--- config.mk ---
export PLATFORM = sky130hd
export DESIGN_NAME = multilane_os_receive
export DESIGN_NICKNAME = d
export VERILOG_FILES = /design/src/rtl/multilane_os_receive.sv
export SDC_FILE = /design/constraint.sdc
export NUM_CORES = 1
export LEC_CHECK = 0
export CAP_MARGIN = 5
export CORE_ASPECT_RATIO = 0.8
export CORE_MARGIN = 2
export CORE_UTILIZATION = 63
export CTS_BUF_LIST = sky130_fd_sc_hd__clkbuf_8
export DETAILED_ROUTE_END_ITERATION = 10
export GPL_TIMING_DRIVEN = 0
export PLACE_DENSITY = 0.86
export SLEW_MARGIN = 10
export SYNTH_ARGS = -nofsm -noshare
export SYNTH_HDL_FRONTEND = slang
export SYNTH_SLANG_ARGS = --single-unit
--- constraint.sdc ---
create_clock -name clk -period 5.8 [get_ports clk]
set_input_delay 1.16 -clock clk [delete_from_list [all_inputs] [get_ports clk]]
set_output_delay 1.16 -clock clk [all_outputs]
set_load 0.005 [all_outputs]
--- src/rtl/multilane_os_receive.sv ---
// Multilane ordered-set receiver: per-lane byte-sliding alignment of Gen3/Gen4
// training ordered sets with debounced one-shot reporting, plus data-mode forwarding.
module multilane_os_receive #(
  parameter int LANES       = 2,
  parameter int MATCH_COUNT = 2,
  parameter int CNT_W       = 4
) (
  input  logic               clk,
  input  logic               rst,
  input  logic               lane_rx_on,
  input  logic [3:0]         d_sel,
  input  logic               data_os,
  input  logic [LANES*8-1:0] lane_rx,
  output logic [LANES*4-1:0] os_in,
  output logic [LANES-1:0]   os_lock,
  output logic [LANES*8-1:0] transport_layer_data_out,
  output logic               data_valid
);

  localparam logic [CNT_W-1:0] MATCH_MAX = CNT_W'(MATCH_COUNT);
  localparam logic [CNT_W-1:0] CNT_ONE   = {{(CNT_W-1){1'b0}}, 1'b1};
  localparam logic [CNT_W-1:0] CNT_ZERO  = {CNT_W{1'b0}};
  localparam logic [3:0]       OS_NONE   = 4'h9;

  function automatic logic os_match(input logic [3:0] sel, input logic [63:0] win,
                                    input logic [7:0] lane);
    logic m;
    case (sel)
      4'd2:    m = (win == {8'h01, lane, 48'h0000_0400_98F2});
      4'd3:    m = (win == {8'h01, lane, 48'h0000_0400_64F2});
      4'd5:    m = (win[31:0] == 32'h7E04_B0F0);
      4'd6:    m = (win[31:0] == 32'h7E06_90F0);
      4'd7:    m = (win[31:0] == 32'h7E0F_0F00);
      default: m = 1'b0;
    endcase
    return m;
  endfunction

  logic [3:0]         d_sel_r;
  logic               os_sel_s;
  logic               hold_s;
  logic               data_mode_s;
  logic [2:0]         last_s;
  logic [LANES*8-1:0] data_out_r;
  logic               data_valid_r;

  // Decode the selected ordered set: is it one we align to, and what is its period.
  always_comb begin
    os_sel_s = 1'b0;
    last_s   = 3'd3;
    case (d_sel)
      4'd2, 4'd3: begin
        os_sel_s = 1'b1;
        last_s   = 3'd7;
      end
      4'd5, 4'd6, 4'd7: begin
        os_sel_s = 1'b1;
        last_s   = 3'd3;
      end
      default: begin
        os_sel_s = 1'b0;
        last_s   = 3'd3;
      end
    endcase
    data_mode_s = (d_sel == 4'd8);
    hold_s      = !os_sel_s || (d_sel != d_sel_r);
  end

  // d_sel history follows the input even in reset, so leaving reset is never a "change".
  always_ff @(posedge clk) begin
    d_sel_r <= d_sel;
  end

  // Data-mode forwarding to the transport layer.
  always_ff @(posedge clk) begin
    if (!rst || !lane_rx_on) begin
      data_out_r   <= {(LANES*8){1'b0}};
      data_valid_r <= 1'b0;
    end else begin
      data_valid_r <= data_mode_s && data_os;
      if (data_mode_s && data_os) begin
        data_out_r <= lane_rx;
      end
    end
  end

  assign transport_layer_data_out = data_out_r;
  assign data_valid               = data_valid_r;

  for (genvar i = 0; i < LANES; i++) begin : g_lane
    // Only 56 bits are stored: the oldest byte of the window is consumed by this compare.
    logic [55:0]      sh_r;
    logic [63:0]      win_s;
    logic [2:0]       bcnt_r;
    logic [CNT_W-1:0] mcnt_r;
    logic [CNT_W-1:0] mcnt_inc_s;
    logic             locked_r;
    logic             sent_r;
    logic             match_s;
    logic             wrap_s;
    logic [3:0]       os_in_r;

    // Next-state window, pattern compare and saturating match count.
    always_comb begin
      win_s   = {sh_r, lane_rx[8*i +: 8]};
      match_s = os_match(d_sel, win_s, 8'(i));
      wrap_s  = (bcnt_r == last_s);
      if (mcnt_r >= MATCH_MAX) begin
        mcnt_inc_s = MATCH_MAX;
      end else begin
        mcnt_inc_s = mcnt_r + CNT_ONE;
      end
    end

    // Per-lane UNLOCKED/LOCKED alignment and one-shot code reporting.
    always_ff @(posedge clk) begin
      if (!rst || !lane_rx_on) begin
        sh_r     <= 56'h0;
        bcnt_r   <= 3'd0;
        mcnt_r   <= CNT_ZERO;
        locked_r <= 1'b0;
        sent_r   <= 1'b0;
        os_in_r  <= OS_NONE;
      end else begin
        sh_r    <= win_s[55:0];
        os_in_r <= OS_NONE;
        if (hold_s) begin
          locked_r <= 1'b0;
          bcnt_r   <= 3'd0;
          mcnt_r   <= CNT_ZERO;
          sent_r   <= 1'b0;
        end else if (!locked_r) begin
          if (match_s) begin
            locked_r <= 1'b1;
            bcnt_r   <= 3'd0;
            mcnt_r   <= CNT_ONE;
            if (MATCH_MAX == CNT_ONE && !sent_r) begin
              os_in_r <= d_sel;
              sent_r  <= 1'b1;
            end
          end
        end else if (!wrap_s) begin
          bcnt_r <= bcnt_r + 3'd1;
        end else begin
          bcnt_r <= 3'd0;
          if (match_s) begin
            mcnt_r <= mcnt_inc_s;
            if (mcnt_inc_s == MATCH_MAX && !sent_r) begin
              os_in_r <= d_sel;
              sent_r  <= 1'b1;
            end
          end else begin
            locked_r <= 1'b0;
            mcnt_r   <= CNT_ZERO;
            sent_r   <= 1'b0;
          end
        end
      end
    end

    assign os_in[4*i +: 4] = os_in_r;
    assign os_lock[i]      = locked_r;
  end

endmodule
==> results.md <==
* Power share of the combinational group at 0.039
* Placed cell areas at 6150 µm²
* Top_reg_cell synth: dfxtp_1
* Final Hold Fails at 0
* GRT overflow at 0
* Overall Global Routing Usage at 0.285
* Psw at 0.459 mW
* Final core utilization at 0.777
* Worst Path Arrival at 4070 ps
* Biggest area consumer among synthesized cells: dfxtp_1
* CTS max path bufs at 2
* # Post-CTS Setup Buffers at 0
* Synthesized flop and latch total at 159
* Die Y at 87.7 µm
* Antenna Cells at 0
* Clk Latency, worst-skew pair at 450 ps
* Synth-to-Final Area Change at 19.6%
* Global-route wire length before repair at 20500 µm
* Clock transition at the registers of the reported paths at 80 ps
* Sequential Power Share at 0.534
* Switching portion of total power at 0.222
* Starting Density at 0.650
* Final setup vio count at 0
* Die W at 109 µm
* Commonest non-fill, non-tap cell in the layout: dfxtp_1
* Unrepaired setup endpoints after global routing: false
* Final Critical Period at 3700 ps
* Leakage at 2.77 nW
* Worst ir drop on vdd at 0.000224 V
* Fin. max-slew vios at 0
* Vias in the first global route at 4180
* Netlist cell types at 53
* Share of cells above drive strength 1 at 0.0792
* Placed Instances at 711
* Post-route cell area at 6590 µm²
* Crit Path Class: in -> reg
* Count of input and output buffers at 50
* Synth warn at 0
* Clock share of power at 0.426
* Hold Buf Count CTS at 0
* CP Capture Type: flip-flop
* Root buffer cell: clkbuf_8
* Asr flop ratio synth at 0
* Maxcap violations at 0
* Sink Count at 159
* Final net count at 648
* Startpoint Class: primary input
* I/O pin cnt at 51
* Clk_skew at 15.7 ps
* Fin cells at 743
* Final wirelength at 12800 µm
* Top cell type's share of synthesized area at 0.578
* Core Area at 8480 µm²
* Internal power at 1.61 mW
* Post-synthesis instance total at 549
* TritonCTS clock tree: done
* DR iter-0 viols at 375
* Hpwl dp at 8830 µm
* ANT nets after route at 0
* DR WL/cell at 17.3 µm
* Seq/Total Area, Yosys at 0.578
* Commonest non-fill, non-tap cells in the layout: dfxtp_1 (159), and3_1 (110), nand2_1 (52), clkdlybuf4s50_1 (50), clkbuf_1 (31)
* Rel. slew slack at 0.461
* Pwr Total at 2.07 mW
* Pre-CTS setup slack at 1280 ps
* Drt first pass iters at 6
* Syn_nets at 579
* H-tree levels at 4
* DRC errors left at 0
* Number of flops mapped to enable cells by yosys at 0
* Initial antenna violation count at 0
* # rows at 30
* Via count at 4423
* Setup WS post-layout at 2100 ps
* CP max FO at 10
* Min-Delay Path Class: reg -> reg
* Worst slew pin tran at 804 ps
* GPL Wtd Cong at 0.848
* Synth Cell Area at 5510 µm²
* Num CTS Buffers at 17
* Status: completed
* Cts repair resizes at 0
* Die Area at 9520 µm²
* Vias per cell at 5.95
* CP required at 6170 ps
* Fmax at 270 MHz
* Final Cycle Share at 0.639
* Largest net degree at the start of global routing at 17
* Hold_ws at 445 ps
* Top cells by area, synth: dfxtp_1 (58%), and3_1 (12%), nand2_1 (3.5%), nor4_1 (3.0%), a21oi_1 (2.5%)
* TNS Setup at 0 ps
* Avg Cell Area, Syn at 10.0 µm²
* Pwr per Cell Area at 314 nW/µm²
## layer usage
metal,track usage,up-vias,wire length (µm)
li1,-,2134,-
met1,0.375,2089,5660
met2,0.439,178,5880
met3,0.0848,22,1060
met4,0.125,0,230
met5,0,-,0
## worst max-delay path: stages
cell,delay [ps]
clkdlybuf4s50_1,480
buf_4,210
nor3b_2,660
nand3_1,310
nor4_1,380
a22oi_2,260
or3_1,450
o22ai_1,150
## area by class of cell
type,instances,area [µm²]
plain buffers,37,159
fillers,578,1890
flip-flops and latches,159,3180
clock buffers,18,248
inverters,14,52.6
clock inverters,14,189
repair buffers,50,500
multi-input cells,339,2120
well taps,112,140
## power groups by stage
stage	Sequential, mW	Clock (mW)	Combinational [mW]
2_1_floorplan	1.13	0	0.0415
3_3_place_gp	1.13	0	0.0753
3_5_place_dp	1.13	0	0.0780
4_1_cts	1.11	0.885	0.0795
5_1_grt	1.11	0.939	0.0882
6_report	1.11	0.884	0.0813
## kinds of logic (layout without fill, tap and decap cells)
| logic type | count (synthesis) | in the layout | share of synthesized area |
|---|---|---|---|
| DFF | 159 | 159 | 0.578 |
| muxes | 3 | 3 | 0.00590 |
| and+or+nand+nor | 268 | 268 | 0.288 |
| xor gates and xnor gates | 4 | 4 | 0.00636 |
| AOI/OAI and AO/OA | 58 | 58 | 0.0704 |
| adders and majority gates | 6 | 6 | 0.0136 |
| buffers and inverters | 51 | 133 | 0.0384 |
## worst paths after layout
path | endpoint | cells past startpoint | start | slack [ps]
worst max-delay path | g_lane[0].mcnt_r[2] | 8 | d_sel[2] | 2100
worst min-delay path | g_lane[0].mcnt_r[3] | 2 | g_lane[0].mcnt_r[3] | 440
worst max register to register | g_lane[0].mcnt_r[2] | 6 | g_lane[0].sh_r[0] | 3050
worst min register to register | g_lane[0].mcnt_r[3] | 2 | g_lane[0].mcnt_r[3] | 440
## sequential cells by signal, indices dropped and copies added, names as in the netlist
name / cells
data_valid: 1
transport_layer_data_out: 16
g_lane.sh_r: 112
g_lane.bcnt_r: 6
g_lane.locked_r: 2
g_lane.mcnt_r: 8
g_lane.sent_r: 2
g_lane.os_in_r: 8
d_sel_r: 4
## synthesized netlist by cell type, drive strengths merged, types with 5 or more instances
cell and count:
ha 6, inv 13, dfxtp 159, clkbuf 33, nand4 11, nand2 52, nor4b 5, and3 111
or3 5, a31oi 6, a21oi 28, nand4b 6, nand3b 5, or4 5, nor4 26, nor2 11
nor3 6, nand3 7
No activity file was read; power rests on OpenSTA's default activity.
